## src/rtl/spi_slave_regfile_if.sv

```systemverilog
// SPI pad-side signal bundle for spi_slave_regfile.
// The master modport is the external SPI master; the slave modport is the register-file block.
interface spi_slave_regfile_if;
   logic s_sck;
   logic s_mosi;
   logic s_ss;
   logic s_miso;
   logic s_miso_oe;

   modport master (
      output s_sck,
      output s_mosi,
      output s_ss,
      input  s_miso,
      input  s_miso_oe
   );

   modport slave (
      input  s_sck,
      input  s_mosi,
      input  s_ss,
      output s_miso,
      output s_miso_oe
   );
endinterface

```

## src/rtl/spi_slave_regfile.sv

```systemverilog
// Oversampled mode-0 SPI slave exposing NUM_REGS 8-bit registers via {rw, addr[6:0]}, data frames.
// Optional macro SPI_SLAVE_BURST_EN: auto-incrementing multi-byte bursts instead of a single data byte.
module spi_slave_regfile #(
   parameter int         NUM_REGS    = 8,
   parameter logic [7:0] ID_VALUE    = 8'hA5,
   parameter logic [7:0] RESET_VALUE = 8'h00
) (
   input  logic                  FAB_CCC_GL0,
   input  logic                  FAB_RESET,
   spi_slave_regfile_if.slave    spi,
   output logic [NUM_REGS*8-1:0] reg_out,
   output logic                  wr_strobe,
   output logic [6:0]            wr_addr,
   output logic [7:0]            wr_data
);

   localparam int         AW         = (NUM_REGS > 1) ? $clog2(NUM_REGS) : 1;
   localparam logic [7:0] NUM_REGS_B = 8'(NUM_REGS);

   typedef enum logic [1:0] {ST_IDLE, ST_CMD, ST_DATA, ST_DONE} state_t;

   state_t      r_state;
   state_t      w_state_next;
   logic [2:0]  r_sck_sync;
   logic [1:0]  r_mosi_sync;
   logic [1:0]  r_ss_sync;
   logic [6:0]  r_shift;
   logic [2:0]  r_bit_cnt;
   logic [6:0]  r_tx;
   logic        r_miso;
   logic        r_miso_oe;
   logic        r_skip_fall;
   logic        r_need_ss_high;
   logic        r_rw;
   logic [6:0]  r_addr;
   logic        r_wr_strobe;
   logic [6:0]  r_wr_addr;
   logic [7:0]  r_wr_data;
   logic [7:0]  r_regs [NUM_REGS];

   logic        w_sck_rise;
   logic        w_sck_fall;
   logic        w_mosi;
   logic        w_ss;
   logic        w_last;
   logic [6:0]  w_cmd_addr;
   logic [6:0]  w_rd_addr;
   logic [7:0]  w_rd_val;
   logic [7:0]  w_byte;
   logic        w_clear;
   logic        w_shift;
   logic        w_cmd_done;
   logic        w_byte_done;
   logic        w_tx_shift;
   logic        w_skip_clr;

   function automatic logic addr_ok(input logic [6:0] a);
      return ({1'b0, a} < NUM_REGS_B);
   endfunction

   // NOTE: synchroniser flops carry no reset so they keep sampling the pins during FAB_RESET;
   // a reset value on s_ss would fake a high level and defeat the mid-frame reset guard.
   always_ff @(posedge FAB_CCC_GL0) begin
      r_sck_sync  <= {r_sck_sync[1:0], spi.s_sck};
      r_mosi_sync <= {r_mosi_sync[0], spi.s_mosi};
      r_ss_sync   <= {r_ss_sync[0], spi.s_ss};
   end

   assign w_sck_rise = r_sck_sync[1] & ~r_sck_sync[2];
   assign w_sck_fall = ~r_sck_sync[1] & r_sck_sync[2];
   assign w_mosi     = r_mosi_sync[1];
   assign w_ss       = r_ss_sync[1];
   assign w_last     = (r_bit_cnt == 3'd7);
   assign w_cmd_addr = {r_shift[5:0], w_mosi};
   assign w_byte     = {r_shift, w_mosi};

`ifdef SPI_SLAVE_BURST_EN
   function automatic logic [6:0] next_addr(input logic [6:0] a);
      return (a >= 7'h7E) ? 7'h00 : a + 7'd1;
   endfunction

   assign w_rd_addr = (r_state == ST_CMD) ? w_cmd_addr : next_addr(r_addr);
`else
   assign w_rd_addr = w_cmd_addr;
`endif

   // NOTE: every always_comb output gets a default first so no path can infer a latch.
   always_comb begin
      w_rd_val = 8'h00;
      if (addr_ok(w_rd_addr)) begin
         w_rd_val = r_regs[w_rd_addr[AW-1:0]];
      end else if (w_rd_addr == 7'h7F) begin
         w_rd_val = ID_VALUE;
      end
   end

   always_ff @(posedge FAB_CCC_GL0) begin
      if (FAB_RESET) begin
         r_state <= ST_IDLE;
      end else begin
         r_state <= w_state_next;
      end
   end

   always_comb begin
      w_state_next = r_state;
      w_clear      = 1'b0;
      w_shift      = 1'b0;
      w_cmd_done   = 1'b0;
      w_byte_done  = 1'b0;
      w_tx_shift   = 1'b0;
      w_skip_clr   = 1'b0;
      if (w_ss) begin
         w_state_next = ST_IDLE;
         w_clear      = 1'b1;
      end else begin
         case (r_state)
            ST_IDLE: begin
               w_clear = 1'b1;
               if (!r_need_ss_high) w_state_next = ST_CMD;
            end
            ST_CMD: begin
               if (w_sck_rise) begin
                  w_shift = 1'b1;
                  if (w_last) begin
                     w_cmd_done   = 1'b1;
                     w_state_next = ST_DATA;
                  end
               end
            end
            ST_DATA: begin
               if (w_sck_rise) begin
                  w_shift = 1'b1;
                  if (w_last) begin
                     w_byte_done = 1'b1;
`ifdef SPI_SLAVE_BURST_EN
                     w_state_next = ST_DATA;
`else
                     w_state_next = ST_DONE;
`endif
                  end
               end
               // The fall right after a byte boundary belongs to the freshly loaded MSB.
               if (w_sck_fall) begin
                  if (r_skip_fall) w_skip_clr = 1'b1;
                  else             w_tx_shift = 1'b1;
               end
            end
            default: ;
         endcase
      end
   end

   // NOTE: the register bank is reset explicitly because firmware relies on RESET_VALUE.
   always_ff @(posedge FAB_CCC_GL0) begin
      if (FAB_RESET) begin
         r_shift        <= '0;
         r_bit_cnt      <= '0;
         r_tx           <= '0;
         r_miso         <= 1'b0;
         r_miso_oe      <= 1'b0;
         r_skip_fall    <= 1'b0;
         r_need_ss_high <= 1'b1;
         r_rw           <= 1'b0;
         r_addr         <= '0;
         r_wr_strobe    <= 1'b0;
         r_wr_addr      <= '0;
         r_wr_data      <= '0;
         for (int i = 0; i < NUM_REGS; i++) r_regs[i] <= RESET_VALUE;
      end else begin
         r_wr_strobe <= 1'b0;
         r_miso_oe   <= ~w_ss;
         if (w_ss) r_need_ss_high <= 1'b0;

         if (w_clear) begin
            r_shift     <= '0;
            r_bit_cnt   <= '0;
            r_tx        <= '0;
            r_miso      <= 1'b0;
            r_skip_fall <= 1'b0;
         end

         if (w_shift) begin
            r_shift   <= {r_shift[5:0], w_mosi};
            r_bit_cnt <= r_bit_cnt + 3'd1;
         end

         if (w_cmd_done) begin
            r_rw        <= r_shift[6];
            r_addr      <= w_cmd_addr;
            r_skip_fall <= 1'b1;
            r_tx        <= r_shift[6] ? w_rd_val[6:0] : 7'd0;
            r_miso      <= r_shift[6] & w_rd_val[7];
         end

         if (w_tx_shift) begin
            r_miso <= r_tx[6];
            r_tx   <= {r_tx[5:0], 1'b0};
         end

         if (w_skip_clr) r_skip_fall <= 1'b0;

         if (w_byte_done) begin
            if (!r_rw && addr_ok(r_addr)) begin
               r_regs[r_addr[AW-1:0]] <= w_byte;
               r_wr_strobe            <= 1'b1;
               r_wr_addr              <= r_addr;
               r_wr_data              <= w_byte;
            end
`ifdef SPI_SLAVE_BURST_EN
            r_addr      <= next_addr(r_addr);
            r_skip_fall <= 1'b1;
            r_tx        <= r_rw ? w_rd_val[6:0] : 7'd0;
            r_miso      <= r_rw & w_rd_val[7];
`else
            r_miso      <= 1'b0;
`endif
         end
      end
   end

   for (genvar gi = 0; gi < NUM_REGS; gi++) begin : g_reg_out
      assign reg_out[8*gi +: 8] = r_regs[gi];
   end

   assign spi.s_miso    = r_miso;
   assign spi.s_miso_oe = r_miso_oe;
   assign wr_strobe     = r_wr_strobe;
   assign wr_addr       = r_wr_addr;
   assign wr_data       = r_wr_data;

endmodule

```

## src/flat_wrapper.sv

```systemverilog
// flat-port wrapper written by rule: the top's interface ports become plain ports
module spi_slave_regfile_flat 
#(
   parameter int         NUM_REGS    = 8,
   parameter logic [7:0] ID_VALUE    = 8'hA5,
   parameter logic [7:0] RESET_VALUE = 8'h00
)
  (FAB_CCC_GL0, FAB_RESET, reg_out, wr_strobe, wr_addr, wr_data, spi_s_sck, spi_s_mosi, spi_s_ss, spi_s_miso, spi_s_miso_oe);
  spi_slave_regfile_if spi_i ();
  input  logic FAB_CCC_GL0;
  input  logic FAB_RESET;
  output logic [NUM_REGS*8-1:0] reg_out;
  output logic wr_strobe;
  output logic [6:0] wr_addr;
  output logic [7:0] wr_data;
  input wire logic [$bits(spi_i.s_sck)-1:0] spi_s_sck;
  input wire logic [$bits(spi_i.s_mosi)-1:0] spi_s_mosi;
  input wire logic [$bits(spi_i.s_ss)-1:0] spi_s_ss;
  output wire logic [$bits(spi_i.s_miso)-1:0] spi_s_miso;
  output wire logic [$bits(spi_i.s_miso_oe)-1:0] spi_s_miso_oe;
  assign spi_i.s_sck = spi_s_sck;
  assign spi_i.s_mosi = spi_s_mosi;
  assign spi_i.s_ss = spi_s_ss;
  assign spi_s_miso = spi_i.s_miso;
  assign spi_s_miso_oe = spi_i.s_miso_oe;
  spi_slave_regfile #(.NUM_REGS(NUM_REGS), .ID_VALUE(ID_VALUE), .RESET_VALUE(RESET_VALUE)) u_core (.FAB_CCC_GL0(FAB_CCC_GL0), .FAB_RESET(FAB_RESET), .spi(spi_i), .reg_out(reg_out), .wr_strobe(wr_strobe), .wr_addr(wr_addr), .wr_data(wr_data));
endmodule
```

## config.mk

```make
export PLATFORM = sky130hd
export DESIGN_NAME = spi_slave_regfile_flat
export DESIGN_NICKNAME = d
export VERILOG_FILES = /design/src/rtl/spi_slave_regfile_if.sv /design/src/rtl/spi_slave_regfile.sv /design/src/flat_wrapper.sv
export SDC_FILE = /design/constraint.sdc
export NUM_CORES = 1
export LEC_CHECK = 0
export CAP_MARGIN = 20
export CORE_MARGIN = 4
export CORE_UTILIZATION = 45
export CTS_CLUSTER_DIAMETER = 120
export DETAILED_ROUTE_END_ITERATION = 16
export GPL_TIMING_DRIVEN = 0
export MAX_ROUTING_LAYER = met4
export PLACE_DENSITY_LB_ADDON = 0.15
export SETUP_SLACK_MARGIN = 0.02
export SLEW_MARGIN = 5
export SYNTH_ARGS = -nofsm -noshare
export SYNTH_HDL_FRONTEND = slang
export SYNTH_SLANG_ARGS = --single-unit
```

## constraint.sdc

```tcl
create_clock -name FAB_CCC_GL0 -period 3.2 [get_ports FAB_CCC_GL0]
set_input_delay 0.48 -clock FAB_CCC_GL0 [delete_from_list [all_inputs] [get_ports FAB_CCC_GL0]]
set_output_delay 0.48 -clock FAB_CCC_GL0 [all_outputs]
set_load 0.02 [all_outputs]
```

[After elaboration in Yosys (flattened, before gate mapping)]
Memories as Yosys holds them, arrays and structs flattened.
Cells that the tools add are included.
Storage, ports and cells
  input bits: 5
  memory bits (writable): 64
  memories: 1
  bits in registers: 54
Cells by class
  reductions and logical operators: 15
  magnitude comparators: 2
  equal/unequal tests: 9
  bitwise gates (word level): 6
  $add $sub $neg: 1
  mux-type cells: 47
Memory list
  u_core.r_regs: depth 8, bits a word 8, rd ports 9, clocked after Yosys merged registers in 0, write ports 8, RTL line spi_slave_regfile.sv:39  | logic [7:0] r_regs [NUM_REGS];
Operators by type and width (count)
  7-bit two-way mux: 5
  1-bit two-way mux: 30
  8-bit two-way mux: 3
  7-bit by 4-bit less-than comparator with 1-bit output, second input constant: 2
  2-bit two-way mux: 5
  2-bit OR reduction: 5
  3-bit two-way mux: 3
  2-bit by 1-bit != test with 1-bit output, second input constant: 4
  8-bit OR reduction: 1
  7-bit == test, second input constant: 1
  2-bit one-hot mux with 3 select lines: 1
  6-bit AND reduction: 1
  3-bit nonzero test: 2
  2-bit nonzero test: 2
  3-bit by 1-bit adder with 3-bit output, second input constant: 1
  1-bit AND: 3
  3-bit == test, second input constant: 1
  1-bit inverter: 3
  2-bit by 1-bit == test with 1-bit output, second input constant: 1
  2-bit == test, second input constant: 1
  2-bit zero test: 1
  2-bit != test, second input constant: 1
  2-bit AND reduction: 1
  1-bit logical AND: 1
  1-bit zero test: 1

[Depth between registers and ports, before layout]
Gate-level depths: netlist of the first run.
  depth after elaboration: 10
  mapped depth: 8
  gate-level depth less buffers: 6

[Worst setup path after synthesis of the first run]
Ideal clock, no wire load.
  path kind: register to register
  start point: reg u_core.r_bit_cnt[0]
  end point: mem u_core.r_regs[1][0] (enable)
  stages on the path, launching flop included: 8
  path buffers: 1
  arrival: 1.954 ns
  setup time: 0.329 ns
  clock period less this slack: 2.284 ns
  setup slack: 0.916 ns
  cells stage by stage: dfxtp_1 ha_1 ha_1 nand3b_1 or4_4 buf_6 nor3_4 or2_1
RTL lines
  start, declared: RTL line spi_slave_regfile.sv:28  | logic [2:0] r_bit_cnt;
  start signal, assigned: RTL line spi_slave_regfile.sv:185  | r_bit_cnt <= r_bit_cnt + 3'd1;
  end, declared: RTL line spi_slave_regfile.sv:39

==> summary.md, run 1 <==
| Metric | Value |
|---|---|
| Max Root-Sink Buffers | `2` |
| Critical Path End Type | `register` |
| Via/cell ratio | `~5.4` |
| Nets | `between 500 and 600` |
| Core area | `10890 um^2` |
| CP required | `roughly 3.4 ns` |
| Post-synth top flop | `edfxtp_1` |
| Total Power | `roughly 3600 uW` |
| Post-synthesis sequential area ratio | `0.5949` |
| R2R setup slack | `approximately 0.37 ns` |
| CP most frequent cell | `ha_1` |
| Worst r2r path cells | `7` |
| Pre-CTS setup slack | `0.3453 ns` |
| Initial Utilization | `0.4636` |
| YS warnings | `0` |
| Share of cells above drive strength 1 | `0.1157` |
| Initial antenna violation count | `0` |
| DIE AREA | `about 13000 um^2` |
| Worst-Margin Slew | `slightly above 0.7 ns` |
| Number of synthesized flops with an enable pin | `64` |
| IO Pins | `87` |
| Final worst setup slack | `around 0.37 ns` |
| Synth unique cells | `42` |
| CTS buffer count | `17` |
| Startpoint Class | `register` |
| Seq cells post-synth | `118` |
| Post-route clock skew | `between 0.006 and 0.007 ns` |
| Clock Sinks | `118` |
| Worst hold path class | `register to register` |
| CTS clk-pin slew, worst paths | `roughly 0.050 ns` |
| Clock H-tree levels | `4` |
| RSZ-0062 raised after global routing | `false` |
| Largest net degree at the start of global routing | `17` |
| Slowest cell on the critical path | `or4_4` |
| Worst EP arrival | `around 3.0 ns` |
| Synthesis-to-finish area growth | `31.46%` |
| Syn Nets | `419` |
| Status | `finished clean` |
| Clock Latency Late Sink | `approximately 0.52 ns` |
| Rel. slew slack | `0.5229` |
| CP max stage delay | `between 0.5 and 0.6 ns` |
| Pwr/cell area | `~540 nW/um^2` |
| Peak supply drop | `0.3641 mV` |
| Min Tclk post-route | `between 2 and 3 ns` |
| # setup viols final | `0` |
| Kind of cell adding the most delay to the critical path | `simple AND/OR/NAND/NOR gates` |
| Hold path endpoint | `u_core.r_ss_sync[1]` |
| Clock root buffer | `clkbuf_8` |
| Max FO, Critical Path | `10` |
| Number of fill cells | `about 890` |
| Max Cap Viol | `0` |
| GRT Total Usage | `0.2198` |
| First-pass GRT wire length | `between 20000 and 25000 um` |
| CP Cell Sequence | `ha_1 > ha_1 > nand3b_1 > or4_4 > buf_6 > nor3_4 > or2_1` |
| N_diodes | `0` |
| Vias in the first global route | `approximately 3700` |
| LEAKAGE | `approximately 0.0024 uW` |
| Placement row count | `38` |
| Congestion Overflow GR | `0` |
| CTS tree | `done` |
| Max Clock Freq | `~350 MHz` |
| DRT iter0 DRCs | `approximately 220` |
| Hpwl dp | `between 9000 and 10000 um` |
| Reg-to-reg endpoint | `u_core.r_regs[3][3]` |
| Initial DRT Pass Iterations | `7` |
| GP Congestion | `around 0.86` |
| Die height | `roughly 110 um` |
| Antenna Nets Post-Route | `0` |
| Die width | `between 100 and 150 um` |
| Mapped Cells | `407` |
| Buffers on Ports | `86` |
| Post-synth ARST share | `0` |
| Number of post-CTS setup repair buffers | `0` |
| Setup_tns | `0 ns` |
| CTS hold repair buffers | `0` |
| Drt drc | `0` |
| Hold depth | `0` |
| Netlist area before placement | `between 5000 and 6000 um^2` |
| Mapped Avg Cell Area | `between 10 and 15 um^2` |
| Drt wl/cell | `between 15 and 20 um` |
| Cts repair resizes | `0` |
| Routed vias | `about 3600` |
| Final hold violation count | `0` |
| WS Path Type | `register to register` |
| Critical path buffers and inverters | `1` |
| Origin of the critical flop-to-flop path | `u_core.r_bit_cnt[0]` |
| Period utilization | `0.8859` |
| HP Start | `u_core.r_ss_sync[0]` |
| Max-slew violations | `0` |
| Final WL | `between 10000 and 15000 um` |
[worst register-to-register path, stage by stage (launching register included)]
cell and delay (ns):
dfxtp_1 0.34, ha_1 0.16, ha_1 0.20, nand3b_1 0.17, or4_4 0.54, buf_6 0.19, nor3_4 0.41, or2_1 0.46
[area by class of cell]
type | count | area (um^2) | share of cell area
flip-flops and latches | 118 | 3003 | 0.4526
multi-input cells | 255 | 1906 | 0.2872
repair buffers | 88 | 878.3 | 0.1324
clock buffers | 18 | 417.9 | 0.06298
well taps | 140 | 175.2 | 0.02640
clock inverters | 14 | 116.4 | 0.01754
plain buffers | 27 | 112.6 | 0.01697
inverters | 7 | 26.28 | 0.003960
[where the power goes]
group	total, uW	switching (uW)	internal [uW]
Sequential	1650	22.0	1630
Combinational	193	110	83.6
Clock	1710	632	1080
[synth_stat cells (4+ instances only)]
master | number | area (um^2)
o22ai_1 | 4 | 25.02
a22oi_1 | 13 | 97.59
nor3_4 | 7 | 113.9
clkbuf_1 | 21 | 78.83
mux4_2 | 16 | 360.4
dfxtp_1 | 54 | 1081
edfxtp_1 | 64 | 1922
a21oi_1 | 21 | 105.1
nand2_1 | 35 | 131.4
inv_1 | 7 | 26.28
and2_1 | 69 | 431.7
mux2_2 | 4 | 45.04
o21ai_0 | 7 | 35.03
nor2_1 | 21 | 78.83
ha_1 | 7 | 87.58
mux2i_1 | 9 | 90.09
or2_1 | 7 | 43.79
[per-layer routing]
layer | global-route usage | up-vias | wire, um
met3 | 0.06313 | 8 | 922
met4 | 0.05226 | 0 | 87
met5 | - | - | 0
met1 | 0.2872 | 1778 | 5615
met2 | 0.3428 | 132 | 6297
li1 | - | 1690 | -
[flip-flops by register name (all words and copies together) (netlist names), 3 cells and up]
name and count:
u_core.r_sck_sync 3, u_core.r_tx 7, u_core.r_regs 64, u_core.wr_addr 7, u_core.r_shift 7, u_core.r_bit_cnt 3, u_core.wr_data 8, u_core.r_addr 7
[worst max-delay path by stage]
stage | depth (start not counted) | slack [ns] | start | endpoint
finish | 7 | 0.37 | u_core.r_bit_cnt[0] | u_core.r_regs[3][3]
global route | 7 | 0.20 | u_core.r_bit_cnt[0] | u_core.r_regs[3][1]
CTS | 7 | 0.33 | u_core.r_bit_cnt[0] | u_core.r_regs[3][4]
detailed placement | 7 | 0.35 | u_core.r_bit_cnt[0] | u_core.r_regs[3][7]
global placement | 7 | 0.33 | u_core.r_bit_cnt[0] | u_core.r_regs[3][7]
floorplan | 7 | 0.92 | u_core.r_bit_cnt[0] | u_core.r_regs[1][0]
[through the flow]
step | std cells | hold WS (ns) | util | cell area [um^2]
5_1_grt | 667 | 0.3413 | 0.6094 | 6635
3_3_place_gp | 633 | 0.3183 | 0.5587 | 6083
2_1_floorplan | 407 | 0.3096 | - | 5047
4_1_cts | 666 | 0.3301 | 0.6083 | 6623
3_5_place_dp | 634 | 0.3183 | 0.5592 | 6088
6_report | 667 | 0.3255 | 0.6094 | 6635
[logic make-up (layout without fill, tap and decap cells)]
| group | count (synthesis) | in the layout | share of synthesized area |
|---|---|---|---|
| muxes | 29 | 29 | 0.09817 |
| and+or+nand+nor | 164 | 164 | 0.1939 |
| AOI/OAI and AO/OA | 55 | 55 | 0.06817 |
| DFF | 118 | 118 | 0.5949 |
| adders and majority gates | 7 | 7 | 0.01735 |
| buffers and inverters | 34 | 154 | 0.02752 |
[layout by cell type, fill, tap and decap left out, types with 5 or more instances in the layout]
master            n
mux4_2           16
clkbuf_16        16
nor2_1           21
a21oi_1          21
or2_1             7
nand2_1          35
mux2i_1           9
o21ai_0           7
a22oi_1          13
clkinv_2          5
clkbuf_1         22
inv_1             7
clkinv_1          6
nor3_4            7
clkdlybuf4s50_1  86
dfxtp_1          54
and2_1           69
ha_1              7
edfxtp_1         64
No activity file was read; power rests on OpenSTA's default activity.
==> inputs of run 2 (changes only) <==
RECOVER_POWER = 50   (was unset)
==> run 2 against run 1 <==
  * Global-route usage unchanged
  * Routed wire length up 0.29%
  * Design area down 0.11%
  * Flip-flop and latch count unchanged
  * Sequential share of layout area up 0.051 points
  * Worst setup slack worse by 0.058 ns
  * Cell count unchanged
  * Utilization down 0.069 points
  * Via count down 0.28%
  * Clock-buffer cell count unchanged
  * Clock power about the same
  * Critical path type unchanged
  * Largest cell class unchanged
==> summary.md, run 2 (synthesis results as in run 1) <==
| Metric | Value |
|---|---|
| Clock root buffer | `clkbuf_8` |
| Slowest cell on the critical path | `or4_1` |
| DRT iter0 DRCs | `197 (-9.6%)` |
| Origin of the critical flop-to-flop path | `u_core.r_bit_cnt[0]` |
| CP required | `3.37 ns (about the same)` |
| Max Root-Sink Buffers | `2 (unchanged)` |
| Min Tclk post-route | `2.893 ns (+0.05835 ns)` |
| Die height | `113.9 um (unchanged)` |
| Hpwl dp | `9098 um (unchanged)` |
| Largest net degree at the start of global routing | `17 (unchanged)` |
| CTS tree | `done` |
| CTS buffer count | `17 (unchanged)` |
| Number of post-CTS setup repair buffers | `0 (unchanged)` |
| Post-route clock skew | `0.007749 ns (+0.001641 ns)` |
| Worst hold path class | `register to register` |
| Status | `finished clean` |
| Final WL | `12960 um (+0.29%)` |
| R2R setup slack | `0.31 ns (-0.06 ns)` |
| CTS hold repair buffers | `0 (unchanged)` |
| Design area | `6628 um^2 (-0.11%)` |
| Hold depth | `0 (unchanged)` |
| N_diodes | `0 (unchanged)` |
| Reg-to-reg endpoint | `u_core.r_regs[3][3]` |
| Rel. slew slack | `0.4276 (-0.09527)` |
| RSZ-0062 raised after global routing | `false` |
| WS Path Type | `register to register` |
| Commonest non-fill, non-tap cell in the layout | `dlygate4sd3_1` |
| DIE AREA | `12970 um^2 (unchanged)` |
| Drt drc | `0 (unchanged)` |
| Core area | `10890 um^2 (unchanged)` |
| Max Cap Viol | `0 (unchanged)` |
| First-pass GRT wire length | `20480 um (unchanged)` |
| Worst-Margin Slew | `0.8586 ns (+0.1455 ns)` |
| Nets | `526 (unchanged)` |
| Max Clock Freq | `345.6 MHz (-2.0%)` |
| WHS | `0.3255 ns (+0.00003300 ns)` |
| Clock H-tree levels | `4 (unchanged)` |
| Drt wl/cell | `19.43 um (+0.29%)` |
| Pre-CTS setup slack | `0.3453 ns (unchanged)` |
| Max FFs per register | `64 (unchanged)` |
| Pwr/cell area | `535.7 nW/um^2 (-0.11%)` |
| Dpl cell area | `6088 um^2 (unchanged)` |
| Hold path endpoint | `u_core.r_ss_sync[1]` |
| LEAKAGE | `0.002527 uW (+5.5%)` |
| Clock Latency Late Sink | `0.52 ns (about the same)` |
| IO Pins | `87 (unchanged)` |
| Top reg by flops | `u_core.r_regs` |
| Final hold violation count | `0 (unchanged)` |
| HP Start | `u_core.r_ss_sync[0]` |
| Setup_tns | `0 ns (unchanged)` |
| Cts repair resizes | `0 (unchanged)` |
| Synthesis-to-finish area growth | `31.31%` |
| Clock Sinks | `118 (unchanged)` |
| Total Power | `3550 uW (-0.22%)` |
| Critical Path End Type | `register` |
| Startpoint Class | `register` |
| Max-slew violations | `0 (unchanged)` |
| CP Cell Sequence | `ha_1 > ha_1 > nand3b_1 > or4_1 > buf_6 > nor3_4 > or2_1` |
| Antenna Nets Post-Route | `0 (unchanged)` |
| Vias in the first global route | `3717 (unchanged)` |
| Die width | `113.9 um (unchanged)` |
| GRT Total Usage | `0.2198 (unchanged)` |
| Most frequent cells in the layout | `86 x dlygate4sd3_1, 65 x and2_1, 64 x edfxtp_1, 54 x dfxtp_1, 35 x nand2_1` |
| Max FO, Critical Path | `10 (unchanged)` |
| Placement row count | `38 (unchanged)` |
| CP most frequent cell | `ha_1` |
| CP max stage delay | `0.58 ns (+0.04 ns)` |
| Critical path buffers and inverters | `1 (unchanged)` |
| Final worst setup slack | `0.3067 ns (-0.05835 ns)` |
| Buffers on Ports | `86 (unchanged)` |
| CTS clk-pin slew, worst paths | `0.05 ns (about the same)` |
| Kind of cell adding the most delay to the critical path | `simple AND/OR/NAND/NOR gates` |
| Peak supply drop | `0.3642 mV (about the same)` |
| Worst EP arrival | `3.06 ns (+0.06 ns)` |
| GP Congestion | `0.8587 (unchanged)` |
| Routed vias | `3598 (-0.28%)` |
| Worst r2r path cells | `7 (unchanged)` |
| Congestion Overflow GR | `0 (unchanged)` |
| # setup viols final | `0 (unchanged)` |
| Initial Utilization | `0.4636 (unchanged)` |
| Initial DRT Pass Iterations | `4 (-3)` |
| Share of cells above drive strength 1 | `0.1082 (-0.007590)` |
| Period utilization | `0.9042 (+0.01823)` |
| Initial antenna violation count | `0 (unchanged)` |
| Via/cell ratio | `5.394 (-0.28%)` |
run 2: layer usage:
metal / up-vias / wire (um) / GRT usage
met5: - / 0 / -
met4: 0 / 149 / 0.05226
met3: 14 / 765 / 0.06313
met2: 120 / 6314 / 0.3428
met1: 1783 / 5731 / 0.2872
li1: 1681 / - / -
run 2: worst max-delay path by stage:
stage / end / depth (start not counted) / slack, ns / start
floorplan: u_core.r_regs[1][0] / 7 / 0.92 / u_core.r_bit_cnt[0]
global placement: u_core.r_regs[3][7] / 7 / 0.33 / u_core.r_bit_cnt[0]
detailed placement: u_core.r_regs[3][7] / 7 / 0.35 / u_core.r_bit_cnt[0]
CTS: u_core.r_regs[3][4] / 7 / 0.33 / u_core.r_bit_cnt[0]
global route: u_core.r_regs[3][1] / 7 / 0.14 / u_core.r_bit_cnt[0]
finish: u_core.r_regs[3][3] / 7 / 0.31 / u_core.r_bit_cnt[0]
run 2: power by group:
part / switching [uW] / internal, uW
Sequential: 21.0 / 1630
Combinational: 109 / 72.0
Clock: 637 / 1080
run 2: final cells by class:
cell class / instances / area [um^2]
multi-input combinational: 255 / 1902
buffer: 27 / 110.1
sequential: 118 / 3003
clock buffer: 18 / 417.9
tap: 140 / 175.2
clock inverter: 14 / 116.4
inverter: 7 / 26.28
fill: 893 / 4260
timing repair buffer: 88 / 877.1
run 2: worst reg2reg max path, delay by kind of cell, from the launching register on:
kind / cells / cell delay, ns
adder cells (fa/ha/maj): 2 / 0.36
flip-flops: 1 / 0.34
AND/OR/NAND/NOR: 4 / 1.62
buffers and inverters: 1 / 0.21
run 2: stage by stage:
stage / std cells / util
after global placement: 633 / 0.5587
after floorplan: 407 / -
after global routing: 667 / 0.6087
after detailed placement: 634 / 0.5592
after CTS: 666 / 0.6083
final: 667 / 0.6087
